<file path="config.mk">
export PLATFORM = sky130hd
export DESIGN_NAME = floating_divide_flat
export DESIGN_NICKNAME = d
export VERILOG_FILES = /design/src/rtl/floating_divide_if.sv /design/src/rtl/floating_divide.sv /design/src/flat_wrapper.sv
export SDC_FILE = /design/constraint.sdc
export NUM_CORES = 1
export LEC_CHECK = 0
export ABC_AREA = 0
export BUFFER_PORTS_ARGS = -buffer_cell sky130_fd_sc_hd__buf_2
export CORE_ASPECT_RATIO = 1.25
export CORE_MARGIN = 2
export CORE_UTILIZATION = 55
export CTS_BUF_LIST = sky130_fd_sc_hd__clkbuf_4
export CTS_CLUSTER_DIAMETER = 150
export DETAILED_ROUTE_END_ITERATION = 7
export GPL_TIMING_DRIVEN = 0
export PLACE_DENSITY = 0.86
export SYNTH_ARGS = -nofsm -noshare
export SYNTH_HDL_FRONTEND = slang
export SYNTH_SLANG_ARGS = --single-unit
</file>
<file path="constraint.sdc">
create_clock -name clk -period 7.2 [get_ports clk]
set_input_delay 1.44 -clock clk [delete_from_list [all_inputs] [get_ports clk]]
set_output_delay 1.44 -clock clk [all_outputs]
set_load 0.01 [all_outputs]
</file>
<file path="src/rtl/floating_divide_if.sv">
// ---------------------------------------------------------------------------
// floating_divide_if
// Handshake and data bundle for the sequential floating-point divider.
//   start    : request, sampled by the divider only while it is idle
//   a, b     : dividend / divisor words, sampled together with start
//   busy     : high from start acceptance until done
//   done     : one-cycle pulse, out / div_zero / debug valid
//   out      : quotient word, held until the next done
//   div_zero : divisor was zero, held with out
//   debug    : sign-extended biased result exponent before clamping
// master drives the request side; slave is the divider.
// ---------------------------------------------------------------------------
interface floating_divide_if #(
    parameter int W = 32
);
    logic          start;
    logic [W-1:0]  a;
    logic [W-1:0]  b;
    logic          busy;
    logic          done;
    logic [W-1:0]  out;
    logic          div_zero;
    logic [31:0]   debug;

    modport master (
        output start, a, b,
        input  busy, done, out, div_zero, debug
    );

    modport slave (
        input  start, a, b,
        output busy, done, out, div_zero, debug
    );
endinterface

</file>
<file path="src/rtl/floating_divide.sv">
// ---------------------------------------------------------------------------
// floating_divide
// Sequential floating-point divider, out = a / b. Restoring division with one
// quotient bit per clock; truncation, no rounding; a zero exponent field is
// treated as the value zero (no denormals).
//
// Ports:
//   clk   : clock, all state changes on the rising edge
//   rst_n : asynchronous active-low reset, aborts any division in flight
//   bus   : floating_divide_if.slave (start/a/b in, busy/done/out/div_zero/
//           debug out)
//
// Optional feature macro: FLOATING_DIVIDE_SPECIALS_EN
//   defined   : exponent field all-ones is honoured (NaN / infinity rules)
//   undefined : all-ones is an ordinary exponent, 0/0 follows the b-zero rule
// ---------------------------------------------------------------------------
module floating_divide #(
    parameter int EXP_W  = 8,
    parameter int MANT_W = 23,
    parameter int BIAS   = 127
) (
    input  logic            clk,
    input  logic            rst_n,
    floating_divide_if.slave bus
);
    localparam int W  = 1 + EXP_W + MANT_W;
    localparam int M  = MANT_W + 1;      // mantissa including hidden one
    localparam int QW = M + 1;           // quotient bits, one per iteration
    localparam int RW = M + 2;           // remainder keeps a guard bit for the shift
    localparam int EW = EXP_W + 2;       // signed exponent with overflow headroom
    localparam int CW = $clog2(QW + 1);

    localparam logic [CW-1:0]        LAST_ITER = CW'(QW - 1);
    localparam logic signed [EW-1:0] EXP_ONE   = EW'(1);
    localparam logic signed [EW-1:0] EXP_ZERO  = EW'(0);
    localparam logic signed [EW-1:0] EXP_SAT   = EW'((1 << EXP_W) - 1);
    localparam logic signed [EW-1:0] EXP_BIAS  = EW'(BIAS);
    localparam logic [EXP_W-1:0]     EXP_ONES  = '1;

    typedef enum logic [1:0] {
        S_IDLE,
        S_DIVIDE,
        S_PACK
    } state_t;

    state_t                 state_q;
    logic                   busy_q;
    logic                   done_q;
    logic [W-1:0]           out_q;
    logic                   div_zero_q;
    logic [31:0]            debug_q;

    logic                   sign_q;
    logic signed [EW-1:0]   exp_q;
    logic [RW-1:0]          rem_q;
    logic [M-1:0]           bm_q;
    logic [QW-1:0]          q_q;
    logic [CW-1:0]          cnt_q;
    logic                   spec_q;
    logic                   spec_dz_q;
    logic [W-1:0]           spec_res_q;

    // ---------------------------------------------------------------------
    // Operand decode and special-case resolution at start acceptance
    // ---------------------------------------------------------------------
    logic                   res_sign;
    logic [EXP_W-1:0]       a_exp;
    logic [EXP_W-1:0]       b_exp;
    logic [MANT_W-1:0]      a_frac;
    logic [MANT_W-1:0]      b_frac;
    logic                   a_zero;
    logic                   b_zero;
    logic signed [EW-1:0]   exp_start_d;
    logic                   spec_d;
    logic                   spec_dz_d;
    logic [W-1:0]           spec_res_d;
    logic [W-1:0]           inf_res;
    logic [W-1:0]           zero_res;

`ifdef FLOATING_DIVIDE_SPECIALS_EN
    localparam logic [W-1:0] QNAN = {1'b0, EXP_ONES, 1'b1, {(MANT_W-1){1'b0}}};
    logic a_max;
    logic b_max;
    logic a_nan;
    logic b_nan;
    logic a_inf;
    logic b_inf;
`endif

    // NOTE: every signal of an always_comb block gets a default before any
    // branch; a path that leaves one unassigned would infer a latch.
    always_comb begin
        res_sign    = bus.a[W-1] ^ bus.b[W-1];
        a_exp       = bus.a[W-2 -: EXP_W];
        b_exp       = bus.b[W-2 -: EXP_W];
        a_frac      = bus.a[MANT_W-1:0];
        b_frac      = bus.b[MANT_W-1:0];
        a_zero      = (a_exp == '0);
        b_zero      = (b_exp == '0);
        exp_start_d = $signed({2'b00, a_exp}) - $signed({2'b00, b_exp}) + EXP_BIAS;
        inf_res     = {res_sign, EXP_ONES, {MANT_W{1'b0}}};
        zero_res    = {res_sign, {(W-1){1'b0}}};
        spec_d      = 1'b0;
        spec_dz_d   = 1'b0;
        spec_res_d  = '0;
`ifdef FLOATING_DIVIDE_SPECIALS_EN
        a_max = (a_exp == EXP_ONES);
        b_max = (b_exp == EXP_ONES);
        a_nan = a_max && (a_frac != '0);
        b_nan = b_max && (b_frac != '0);
        a_inf = a_max && (a_frac == '0);
        b_inf = b_max && (b_frac == '0);
        if (a_nan || b_nan || (a_inf && b_inf) || (a_zero && b_zero)) begin
            spec_d     = 1'b1;
            spec_res_d = QNAN;
            spec_dz_d  = a_zero && b_zero;
        end else if (a_inf) begin
            spec_d     = 1'b1;
            spec_res_d = inf_res;
        end else if (b_inf) begin
            spec_d     = 1'b1;
            spec_res_d = zero_res;
        end else if (b_zero) begin
            spec_d     = 1'b1;
            spec_res_d = inf_res;
            spec_dz_d  = 1'b1;
        end else if (a_zero) begin
            spec_d     = 1'b1;
            spec_res_d = zero_res;
        end
`else
        if (b_zero) begin
            spec_d     = 1'b1;
            spec_res_d = inf_res;
            spec_dz_d  = 1'b1;
        end else if (a_zero) begin
            spec_d     = 1'b1;
            spec_res_d = zero_res;
        end
`endif
    end

    // ---------------------------------------------------------------------
    // One restoring-division step: subtract when the remainder covers the
    // divisor, shift the remainder left, append the quotient bit.
    // ---------------------------------------------------------------------
    logic            ge_d;
    logic [RW-1:0]   rem_sub_d;
    logic [RW-1:0]   rem_d;
    logic [QW-1:0]   q_d;

    always_comb begin
        ge_d      = (rem_q >= {2'b00, bm_q});
        rem_sub_d = ge_d ? (rem_q - {2'b00, bm_q}) : rem_q;
        rem_d     = rem_sub_d << 1;
        q_d       = {q_q[QW-2:0], ge_d};
    end

    // ---------------------------------------------------------------------
    // Normalise and pack. The quotient of two [1,2) mantissas lies in
    // (0.5, 2): either the top bit is set, or the next one is and the
    // exponent drops by one.
    // ---------------------------------------------------------------------
    logic [MANT_W-1:0]     mant_d;
    logic signed [EW-1:0]  exp_pack_d;
    logic [W-1:0]          pack_res_d;
    logic [31:0]           debug_d;

    always_comb begin
        if (q_q[QW-1]) begin
            mant_d     = q_q[QW-2:1];
            exp_pack_d = exp_q;
        end else begin
            mant_d     = q_q[QW-3:0];
            exp_pack_d = exp_q - EXP_ONE;
        end

        if (exp_pack_d >= EXP_SAT) begin
            pack_res_d = {sign_q, EXP_ONES, {MANT_W{1'b0}}};
        end else if (exp_pack_d <= EXP_ZERO) begin
            pack_res_d = {sign_q, {(W-1){1'b0}}};
        end else begin
            pack_res_d = {sign_q, exp_pack_d[EXP_W-1:0], mant_d};
        end

        // Specials skip the divide, so report the unadjusted exponent.
        if (spec_q) begin
            debug_d = {{(32-EW){exp_q[EW-1]}}, exp_q};
        end else begin
            debug_d = {{(32-EW){exp_pack_d[EW-1]}}, exp_pack_d};
        end
    end

    // ---------------------------------------------------------------------
    // Control FSM with registered outputs
    // ---------------------------------------------------------------------
    // NOTE: state is updated with non-blocking assignments only, so every
    // register in this block sees the pre-edge values of the others.
    always_ff @(posedge clk or negedge rst_n) begin
        if (!rst_n) begin
            state_q    <= S_IDLE;
            busy_q     <= 1'b0;
            done_q     <= 1'b0;
            out_q      <= '0;
            div_zero_q <= 1'b0;
            debug_q    <= '0;
            // NOTE: the datapath registers are reset as well; they are
            // plain flops, not memory, and a known value keeps an aborted
            // division from leaking into debug visibility.
            sign_q     <= 1'b0;
            exp_q      <= '0;
            rem_q      <= '0;
            bm_q       <= '0;
            q_q        <= '0;
            cnt_q      <= '0;
            spec_q     <= 1'b0;
            spec_dz_q  <= 1'b0;
            spec_res_q <= '0;
        end else begin
            done_q <= 1'b0;
            case (state_q)
                S_IDLE: begin
                    if (bus.start) begin
                        sign_q     <= res_sign;
                        exp_q      <= exp_start_d;
                        rem_q      <= RW'({1'b1, a_frac});
                        bm_q       <= {1'b1, b_frac};
                        q_q        <= '0;
                        cnt_q      <= '0;
                        spec_q     <= spec_d;
                        spec_dz_q  <= spec_dz_d;
                        spec_res_q <= spec_res_d;
                        busy_q     <= 1'b1;
                        div_zero_q <= 1'b0;
                        state_q    <= spec_d ? S_PACK : S_DIVIDE;
                    end
                end
                S_DIVIDE: begin
                    rem_q <= rem_d;
                    q_q   <= q_d;
                    cnt_q <= cnt_q + CW'(1);
                    if (cnt_q == LAST_ITER) begin
                        state_q <= S_PACK;
                    end
                end
                S_PACK: begin
                    out_q      <= spec_q ? spec_res_q : pack_res_d;
                    div_zero_q <= spec_q & spec_dz_q;
                    debug_q    <= debug_d;
                    done_q     <= 1'b1;
                    busy_q     <= 1'b0;
                    state_q    <= S_IDLE;
                end
                default: begin
                    state_q <= S_IDLE;
                end
            endcase
        end
    end

    assign bus.busy     = busy_q;
    assign bus.done     = done_q;
    assign bus.out      = out_q;
    assign bus.div_zero = div_zero_q;
    assign bus.debug    = debug_q;

endmodule

</file>
<file path="src/flat_wrapper.sv">
// flat-port wrapper written by rule: the top's interface ports become plain ports
module floating_divide_flat 
#(
    parameter int EXP_W  = 8,
    parameter int MANT_W = 23,
    parameter int BIAS   = 127
)
  (clk, rst_n, bus_start, bus_a, bus_b, bus_busy, bus_done, bus_out, bus_div_zero, bus_debug);
  floating_divide_if bus_i ();
  input  logic clk;
  input  logic rst_n;
  input wire logic [$bits(bus_i.start)-1:0] bus_start;
  input wire logic [$bits(bus_i.a)-1:0] bus_a;
  input wire logic [$bits(bus_i.b)-1:0] bus_b;
  output wire logic [$bits(bus_i.busy)-1:0] bus_busy;
  output wire logic [$bits(bus_i.done)-1:0] bus_done;
  output wire logic [$bits(bus_i.out)-1:0] bus_out;
  output wire logic [$bits(bus_i.div_zero)-1:0] bus_div_zero;
  output wire logic [$bits(bus_i.debug)-1:0] bus_debug;
  assign bus_i.start = bus_start;
  assign bus_i.a = bus_a;
  assign bus_i.b = bus_b;
  assign bus_busy = bus_i.busy;
  assign bus_done = bus_i.done;
  assign bus_out = bus_i.out;
  assign bus_div_zero = bus_i.div_zero;
  assign bus_debug = bus_i.debug;
  floating_divide #(.EXP_W(EXP_W), .MANT_W(MANT_W), .BIAS(BIAS)) u_core (.clk(clk), .rst_n(rst_n), .bus(bus_i));
endmodule
</file>
==> results by group, run 1 <==
Worst hold path
  – Worst Hold Depth: 2
  – Hold Crit Class: register to register
  – Critical hold path startpoint: u_core.bm_q[23]$_DFFE_PN0P_
  – Hold Path End: u_core.bm_q[23]$_DFFE_PN0P_

Clock tree
  – CTS tree: built
  – Clock H-tree levels: 4
  – Clock Tree Root: clkbuf_4
  – Clock latency on the worst-skew pair: 0.58 ns
  – Worst-path clk slew: 0.11 ns
  – Sink Count: 141
  – Clk buf depth: 2
  – TritonCTS Buffers: 17
  – Post-CTS Hold Buffers: 0
  – Post-CTS Setup Inserts: 0
  – Cts repair resizes: 0

Floorplanning
  – Die W: 112.0 um
  – # IOs: 134
  – Core footprint: 14350 um^2
  – Die height: 139.0 um
  – Cell Rows: 49
  – Die area: 15560 um^2
  – Initial Util: 55.88%

Final layout
  – Area Overhead vs Synth: 15.08%
  – Share of layout cells above drive strength 1: 19.94%
  – Post-Layout Cell Count: 1217
  – Final core utilization: 64.30%
  – Filler Cell Count: 1204
  – Final Cell Area: 9225 um^2
  – Final #Nets: 1130

Critical path
  – CP required: 5.76 ns
  – Kind of critical path: register to output pin
  – Worst Path Arrival: 1.65 ns
  – Endpoint type of the worst setup path: output pin
  – Top fanout value on the critical path: 24
  – Startpoint Class: register
  – R2R depth: 8
  – Reg-to-reg slack, setup: 4.20 ns
  – Origin of the critical flop-to-flop path: u_core.rem_q[23]$_DFFE_PN0P_
  – Worst R2R End: u_core.rem_q[20]$_DFFE_PN0P_

GRT
  – Grt ovf: 0
  – Vias in the first global route: 6754
  – First-pass GRT wire length: 31690 um
  – Largest net degree at the start of global routing: 81
  – Initial antenna violation count: 1
  – Total track usage: 25.24%

Place
  – Post-Place Cells: 1184
  – Area post-placement: 8939 um^2
  – Gpl congestion: 0.9112
  – Hpwl dp: 14530 um
  – PortBufs: 133

Timing
  – Fin Setup TNS: 0 ns
  – Headroom to the max-slew limit: 54.17%
  – Hold Fails Final Rpt: 0
  – Pins over their slew limit: 0
  – Worst-Margin Slew: 0.6875 ns
  – Min Tclk post-route: 3.088 ns
  – RSZ-0062 raised after global routing: false
  – Period utilization: 42.88%
  – FMAX: 0.3239 GHz
  – Max Clock Skew: 0.009720 ns
  – Final setup fails: 0

Routing
  – Via count: 6946
  – Routed length per placed instance: 15.98 um
  – Routed Antenna Nets: 0
  – DR vias/cell: 5.707
  – # DRC: 0
  – Routed WL: 19450 um
  – DRT Pass-1 Iters: 5
  – Drt first-iter violations: 539

Synthesis
  – Post-synth top area cell: dfrtp_1
  – Synth warn: 0
  – Syn Nets: 977
  – Post-Syn Area: 8016 um^2
  – Mapped Cells: 872
  – Register area share after synthesis: 44.01%
  – Async set-reset flop share out of synthesis: 100.0%
  – Post-synthesis register bit count: 141
  – Synth Flop Type: dfrtp_1
  – Area contributors post-synth: dfrtp_1 (44%), ha_1 (5.6%), nand2_1 (5.4%), mux2i_1 (3.9%), o21ai_0 (3.7%)
  – Most frequent cells after synthesis: dfrtp_1 (141), nand2_1 (116), o21ai_0 (59)
  – Count leader, synth: dfrtp_1
  – Top cell type's share of synthesized area: 44.01%
  – Number of synthesized flops with an enable pin: 0
  – Post-synth cell types: 62
  – Syn_area_per_cell: 9.193 um^2

Flow run
  – Max Cap Violations: 0

Power
  – Power density over the cells: 536.0 nW/um^2
  – Pleak: 4.420 nW
  – VDD IR max: 351.6 uV
  – Pwr Total: 4.945 mW

Run status
  – Outcome: completed
per-stage QoR:
step	setup slack (ns)	hold WS, ns
after floorplan	3.847	0.4181
after global placement	2.844	0.4322
after detailed placement	3.516	0.4382
after CTS	4.048	0.4653
after global routing	3.935	0.4977
final	4.112	0.4626
where the power goes:
| group | internal, mW | switching [mW] | total (mW) |
|---|---|---|---|
| Sequential | 1.15 | 0.265 | 1.41 |
| Clock | 0.215 | 0.298 | 0.513 |
| Combinational | 1.24 | 1.78 | 3.02 |
worst max path at each step:
stage | from | endpoint | slack [ns] | depth (start not counted)
finish | u_core.bus.debug[30]$_DFFE_PN0P_ | bus_debug[19] | 4.11 | 2
global placement | rst_n | u_core.exp_q[6]$_DFFE_PN0P_ | 2.84 | 1
detailed placement | bus_a[23] | u_core.exp_q[8]$_DFFE_PN0P_ | 3.52 | 13
floorplan | bus_a[23] | u_core.exp_q[8]$_DFFE_PN0P_ | 3.85 | 12
CTS | u_core.bus.debug[30]$_DFFE_PN0P_ | bus_debug[19] | 4.05 | 2
global route | bus_a[23] | u_core.exp_q[9]$_DFFE_PN0P_ | 3.93 | 13
routing by layer:
| layer | wire, um | share of wire (%) | vias up | track usage (%) |
|---|---|---|---|---|
| met5 | 0 | 0 | - | 0 |
| met4 | 586 | 3.0 | 0 | 9.820 |
| met3 | 1149 | 5.9 | 47 | 4.808 |
| met2 | 9883 | 51 | 239 | 45.07 |
| met1 | 7833 | 40 | 3300 | 30.01 |
| li1 | - | - | 3360 | - |
area by class of cell:
cell class / instances / area (um^2) / area share [%]
multi-input cells: 621 / 3963 / 42.95
flip-flops and latches: 141 / 3528 / 38.25
repair buffers: 134 / 699.4 / 7.582
plain buffers: 62 / 345.3 / 3.743
well taps: 178 / 222.7 / 2.414
inverters: 48 / 180.2 / 1.953
clock buffers: 19 / 142.6 / 1.546
clock inverters: 13 / 141.4 / 1.533
diodes: 1 / 2.502 / 0.02713
logic make-up (layout without fill, tap and decap cells):
family | Yosys count | after routing | synth area share, %
and+or+nand+nor | 261 | 261 | 14.81
AOI/OAI and AO/OA | 239 | 239 | 18.95
DFF | 141 | 141 | 44.01
buffers and inverters | 110 | 276 | 6.555
xor gates and xnor gates | 52 | 52 | 5.681
adders and majority gates | 38 | 38 | 6.118
muxes | 31 | 31 | 3.871
other | 0 | 1 | 0
cell usage in the layout, fill, tap and decap left out, types with 8 or more instances in the layout:
| cell type | count |
|---|---|
| a21o_1 | 8 |
| a21oi_1 | 39 |
| a221o_1 | 8 |
| a22o_1 | 25 |
| and3_1 | 8 |
| buf_2 | 135 |
| buf_4 | 23 |
| clkbuf_1 | 30 |
| clkbuf_4 | 19 |
| dfrtp_1 | 141 |
| ha_1 | 36 |
| inv_1 | 48 |
| mux2i_1 | 31 |
| nand2_1 | 116 |
| nand3_1 | 18 |
| nor2_1 | 52 |
| nor3_1 | 22 |
| o21ai_0 | 59 |
| o21ai_1 | 44 |
| xnor2_1 | 30 |
| xor2_1 | 22 |
registers in the layout, summed over array words and instances (netlist names), 5 cells and up:
register / flops
u_core.bm_q: 24
u_core.exp_q: 10
u_core.cnt_q: 5
u_core.rem_q: 26
u_core.q_q: 25
u_core.bus.debug: 10
u_core.bus.out: 32
critical path, stage by stage, from the launching register on:
cell and delay (ns):
dfrtp_1 0.75, buf_4 0.21, buf_2 0.12
Note: power is estimated with default switching activity, not from simulation.
==> run 2: changes to the inputs <==
CORE_UTILIZATION = 53   (was 55)
PLACE_DENSITY = 0.87   (was 0.86)
clock period = 2.73 ns   (was 7.2 ns; I/O delays follow)
==> run 2 against run 1 <==
Effect of this change:
- worst hold slack got worse by 0.31 ns
- non-clock buffer count increased by 15
- via count rose by 3.4%
- sequential share of layout area fell by 1.6 points
- the run now ends with negative setup slack left
- setup slack worse by 4.1 ns
- global-route usage down 0.47 points
- sequential power grew to 2.7 times the previous value
- critical endpoint is now u_core.rem_q[13]$_DFFE_PN0P_
- highest routed layer unchanged
- die area up 3.6%
- wire length rose by 5.0%
==> results by group, run 2 (synthesis gave the netlist of run 1 again) <==
Run status
  – Outcome: finished with violations
  – Failing checks: negative setup slack

Clock tree
  – Worst-path clk slew: 0.13 ns
  – Sink Count: 141
  – TritonCTS Buffers: 17
  – Clk buf depth: 2
  – Clock latency on the worst-skew pair: 0.59 ns
  – Clock H-tree levels: 4
  – Clock Tree Root: clkbuf_4
  – CTS tree: built

Critical path
  – CP startpoint: u_core.rem_q[9]$_DFFE_PN0P_
  – Startpoint Class: register
  – Worst R2R End: u_core.rem_q[13]$_DFFE_PN0P_
  – CP required: 3.25 ns
  – R2R depth: 9
  – Reg-to-reg slack, setup: -0.03 ns
  – Worst Path Arrival: 3.28 ns
  – Kind of critical path: register to register
  – Top fanout value on the critical path: 7
  – Endpoint type of the worst setup path: register
  – Origin of the critical flop-to-flop path: u_core.rem_q[9]$_DFFE_PN0P_

Power
  – Pleak: 4.521 nW
  – Pwr Total: 14.04 mW
  – Power density over the cells: 1458 nW/um^2
  – VDD IR max: 885.7 uV

Timing
  – Period utilization: 101.1%
  – RSZ-0062 raised after global routing: true
  – Final setup fails: 2
  – Final hold slack: 0.1522 ns
  – Max Clock Skew: 0.01488 ns
  – Headroom to the max-slew limit: 49.98%
  – Min Tclk post-route: 2.761 ns
  – FMAX: 0.3622 GHz
  – Hold Fails Final Rpt: 0
  – Worst-Margin Slew: 0.7502 ns
  – Pins over their slew limit: 0
  – Final WS setup: -0.03058 ns

Routing
  – Via count: 7182
  – Routed length per placed instance: 16.52 um
  – DR vias/cell: 5.806
  – Drt first-iter violations: 511
  – DRT Pass-1 Iters: 6
  – Routed WL: 20430 um
  – # DRC: 0
  – Routed Antenna Nets: 0

Final layout
  – Filler Cell Count: 1190
  – Share of layout cells above drive strength 1: 24.22%
  – Final #Nets: 1145
  – Area Overhead vs Synth: 20.17%
  – Final Cell Area: 9633 um^2
  – Commonest non-fill, non-tap cell in the layout: dfrtp_1
  – Max reg flops: 32
  – Most frequent cells in the layout: dfrtp_1 (139), buf_2 (134), nand2_1 (116), o21ai_0 (58), nor2_1 (50)

Place
  – PortBufs: 133
  – Gpl congestion: 0.9287
  – Hpwl dp: 14600 um
  – Area post-placement: 8944 um^2
  – Post-place setup slack: -0.1703 ns

Floorplanning
  – Die height: 141.5 um
  – Cell Rows: 50
  – Die area: 16130 um^2
  – Die W: 114 um
  – Initial Util: 53.84%
  – Core footprint: 14890 um^2
  – # IOs: 134

GRT
  – Vias in the first global route: 6848
  – First-pass GRT wire length: 31710 um
  – Largest net degree at the start of global routing: 83
  – Initial antenna violation count: 1
  – Grt ovf: 0
  – Total track usage: 24.77%

Worst hold path
  – Critical hold path startpoint: bus_b[3]
  – Worst Hold Depth: 3
  – Hold Crit Class: primary input to register
  – Hold Path End: u_core.bm_q[3]$_DFFE_PN0P_

Flow run
  – Max Cap Violations: 0
## run 2: what timing repair did
item | in CTS | in global routing
buffers inserted | 1 | 12
resized for setup | 11 | 47
setup endpoints to repair | 45 | 53
endpoints found under the hold margin | 59 | 0
hold buffers | 1 | 0
pin swaps | 1 | 16
gates cloned | 0 | 1
## run 2: worst max-delay path by stage
stage	endpoint	depth (start not counted)
after floorplan	u_core.rem_q[15]$_DFFE_PN0P_	8
after global routing	u_core.rem_q[13]$_DFFE_PN0P_	9
after global placement	u_core.rem_q[2]$_DFFE_PN0P_	1
after detailed placement	u_core.rem_q[20]$_DFFE_PN0P_	8
after CTS	u_core.rem_q[23]$_DFFE_PN0P_	9
final	u_core.rem_q[13]$_DFFE_PN0P_	9
## run 2: worst max-delay path, stage by stage, from the launching register on
cell     delay, ns
dfrtp_1       0.46
ha_4          0.33
nand3_4       0.11
or4_4         0.56
o31ai_4       0.29
or3_1         0.19
o21ai_4       0.11
buf_2         0.19
o31a_1        0.30
a21oi_1       0.14
## run 2: stage by stage
step / cells / setup TNS (ns) / utilization, %
after floorplan: 872 / 0 / -
after global placement: 1187 / -104.73 / 59.84
after detailed placement: 1188 / -1.512 / 60.07
after CTS: 1222 / 0 / 62.18
after global routing: 1236 / -0.8945 / 64.68
final: 1237 / -0.05064 / 64.70
## run 2: layout make-up
type                       count  area [um^2]  area share [%]
sequential                   141         3531           36.65
clock inverter                14        113.9           1.182
timing repair buffer         149        812.0           8.430
inverter                      48        180.2           1.870
buffer                        62        361.6           3.754
multi-input combinational    621         4267           44.29
tap                          182        227.7           2.364
clock buffer                  18        135.1           1.403
antenna                        2        5.005         0.05195
## run 2: where the power goes
part | internal [mW] | switching (mW)
clock network | 0.385 | 0.837
logic | 3.88 | 5.17
registers | 3.03 | 0.736
total | 7.30 | 6.74
## run 2: metal layers
layer	track usage, %	vias up	share of wire [%]	wire length, um
li1	-	3384	-	-
met1	29.47	3454	38	7834
met2	43.11	280	51	10510
met3	5.340	64	6.7	1359
met4	10.72	0	3.6	728
met5	0	-	0	0
==> run 3: changes to the inputs <==
--- a/config.mk
+++ b/config.mk
@@ -16,3 +16,3 @@
 export GPL_TIMING_DRIVEN = 0
-export PLACE_DENSITY = 0.87
+export PLACE_DENSITY = 0.82
 export SYNTH_ARGS = -nofsm -noshare
--- a/constraint.sdc
+++ b/constraint.sdc
@@ -3,2 +3,2 @@
 set_output_delay 0.546 -clock clk [all_outputs]
-set_load 0.01 [all_outputs]
+set_load 0.1 [all_outputs]
==> run 3 against run 2 <==
Effect of this change:
- the flow now finishes without violations
- wire length down 3.2%
- worst hold slack better by 0.0031 ns
- critical path depth unchanged
- via count down 2.7%
- core utilization down 0.50 points
- global-route usage about the same
- die area unchanged
- final cell count down 0.49%
- sequential cell count unchanged
- non-clock buffer count down 4
- sequential share of layout area up 0.27 points
==> results by group, run 3 (synthesis gave the netlist of run 1 again) <==
Final layout
  – Commonest non-fill, non-tap cell in the layout: dfrtp_1
  – Area Overhead vs Synth: 19.23%
  – ANT cells: 0
  – Share of layout cells above drive strength 1: 23.45%
  – Final #Nets: 1141
  – Max reg flops: 32
  – Most frequent cells in the layout: dfrtp_1 (140), buf_2 (134), nand2_1 (116), o21ai_0 (58), nor2_1 (52)

Critical path
  – Kind of critical path: register to register
  – Worst Path Arrival: 3.17 ns
  – CP required: 3.23 ns
  – Startpoint Class: register
  – Reg-to-reg slack, setup: 0.06 ns
  – R2R depth: 9
  – Endpoint type of the worst setup path: register
  – Top fanout value on the critical path: 6

Floorplanning
  – Die W: 114 um
  – Cell Rows: 50
  – Initial Util: 53.84%
  – Die area: 16130 um^2
  – Die height: 141.5 um
  – Core footprint: 14890 um^2
  – # IOs: 134

GRT
  – Total track usage: 24.74%
  – Grt ovf: 0
  – Initial antenna violation count: 0
  – Largest net degree at the start of global routing: 98
  – Vias in the first global route: 6709
  – First-pass GRT wire length: 31740 um

Place
  – PortBufs: 133
  – Hpwl dp: 14420 um
  – Gpl congestion: 0.9043

Routing
  – Drt first-iter violations: 516
  – Via count: 6988
  – Routed Antenna Nets: 0
  – Routed WL: 19780 um
  – Routed length per placed instance: 16.07 um
  – DR vias/cell: 5.677
  – # DRC: 0
  – DRT Pass-1 Iters: 5

Timing
  – Final setup fails: 0
  – Pins over their slew limit: 0
  – Worst-Margin Slew: 0.7171 ns
  – Hold Fails Final Rpt: 0
  – Fin Setup TNS: 0 ns
  – Max Clock Skew: 0.02041 ns
  – Period utilization: 97.71%
  – Headroom to the max-slew limit: 52.19%
  – Min Tclk post-route: 2.668 ns
  – FMAX: 0.3749 GHz

Worst hold path
  – Hold Crit Class: primary input to register
  – Worst Hold Depth: 3

Clock tree
  – Worst-path clk slew: 0.13 ns
  – Clock Tree Root: clkbuf_4
  – CTS tree: built
  – Sink Count: 141
  – TritonCTS Buffers: 17
  – Clk buf depth: 2
  – Clock latency on the worst-skew pair: 0.58 ns
  – Clock H-tree levels: 4

Flow run
  – Max Cap Violations: 0

Run status
  – Outcome: completed
-- run 3: critical path, cell delays in order (launching register included) --
cell and delay [ns]:
dfrtp_1 0.45, ha_4 0.34, nand3_4 0.12, or4_4 0.57
o31ai_4 0.23, a41o_1 0.18, o21ai_4 0.09, buf_4 0.15
nand2b_1 0.25, o21ai_1 0.21
-- run 3: layout make-up --
type	count	area, um^2
inverters	48	180.2
fillers	1270	5331
flip-flops and latches	141	3530
well taps	182	227.7
plain buffers	62	355.3
multi-input cells	621	4203
clock inverters	14	142.6
repair buffers	145	784.5
clock buffers	18	135.1
-- run 3: metrics by stage --
step	std cells	hold slack (ns)	area [um^2]	util (%)	worst slack, ns
after floorplan	872	0.2504	8016	-	0.2199
after CTS	1226	0.1428	9409	63.19	0.006724
final	1231	0.1554	9558	64.19	0.06239
after detailed placement	1188	0.4418	8944	60.07	-0.1949
after global routing	1231	0.1379	9558	64.19	-0.03183
after global placement	1187	0.4364	8910	59.84	-0.7660
-- run 3: worst paths after layout --
path / to / startpoint
max in group asynchronous: u_core.exp_q[0]$_DFFE_PN0P_ / rst_n
min in group asynchronous: u_core.bus.out[19]$_DFFE_PN0P_ / rst_n
worst min register to register: u_core.bm_q[23]$_DFFE_PN0P_ / u_core.bm_q[23]$_DFFE_PN0P_
worst max-delay path: u_core.rem_q[21]$_DFFE_PN0P_ / u_core.rem_q[11]$_DFFE_PN0P_
worst min-delay path: u_core.bm_q[11]$_DFFE_PN0P_ / bus_b[11]
worst max register to register: u_core.rem_q[21]$_DFFE_PN0P_ / u_core.rem_q[11]$_DFFE_PN0P_
-- run 3: layer usage --
layer  vias to the layer above  GRT usage [%]  share of wire, %
li1                       3373              -                 -
met1                      3329          30.67                41
met2                       239          42.67                50
met3                        47          4.144               5.6
met4                         0          10.40               3.0
met5                         -              0                 0
-- run 3: repair_timing --
action,4_1_cts,5_1_grt
gates resized for setup,19,25
endpoints found under the setup margin,42,55
hold buffers,1,0
setup buffers,5,5
pin swaps,2,10
gates cloned,0,0
hold endpoints to repair,44,0
Power of run 3 is not shown: default switching activity piles up to over one toggle a cycle in this logic, so the estimate is an artifact.
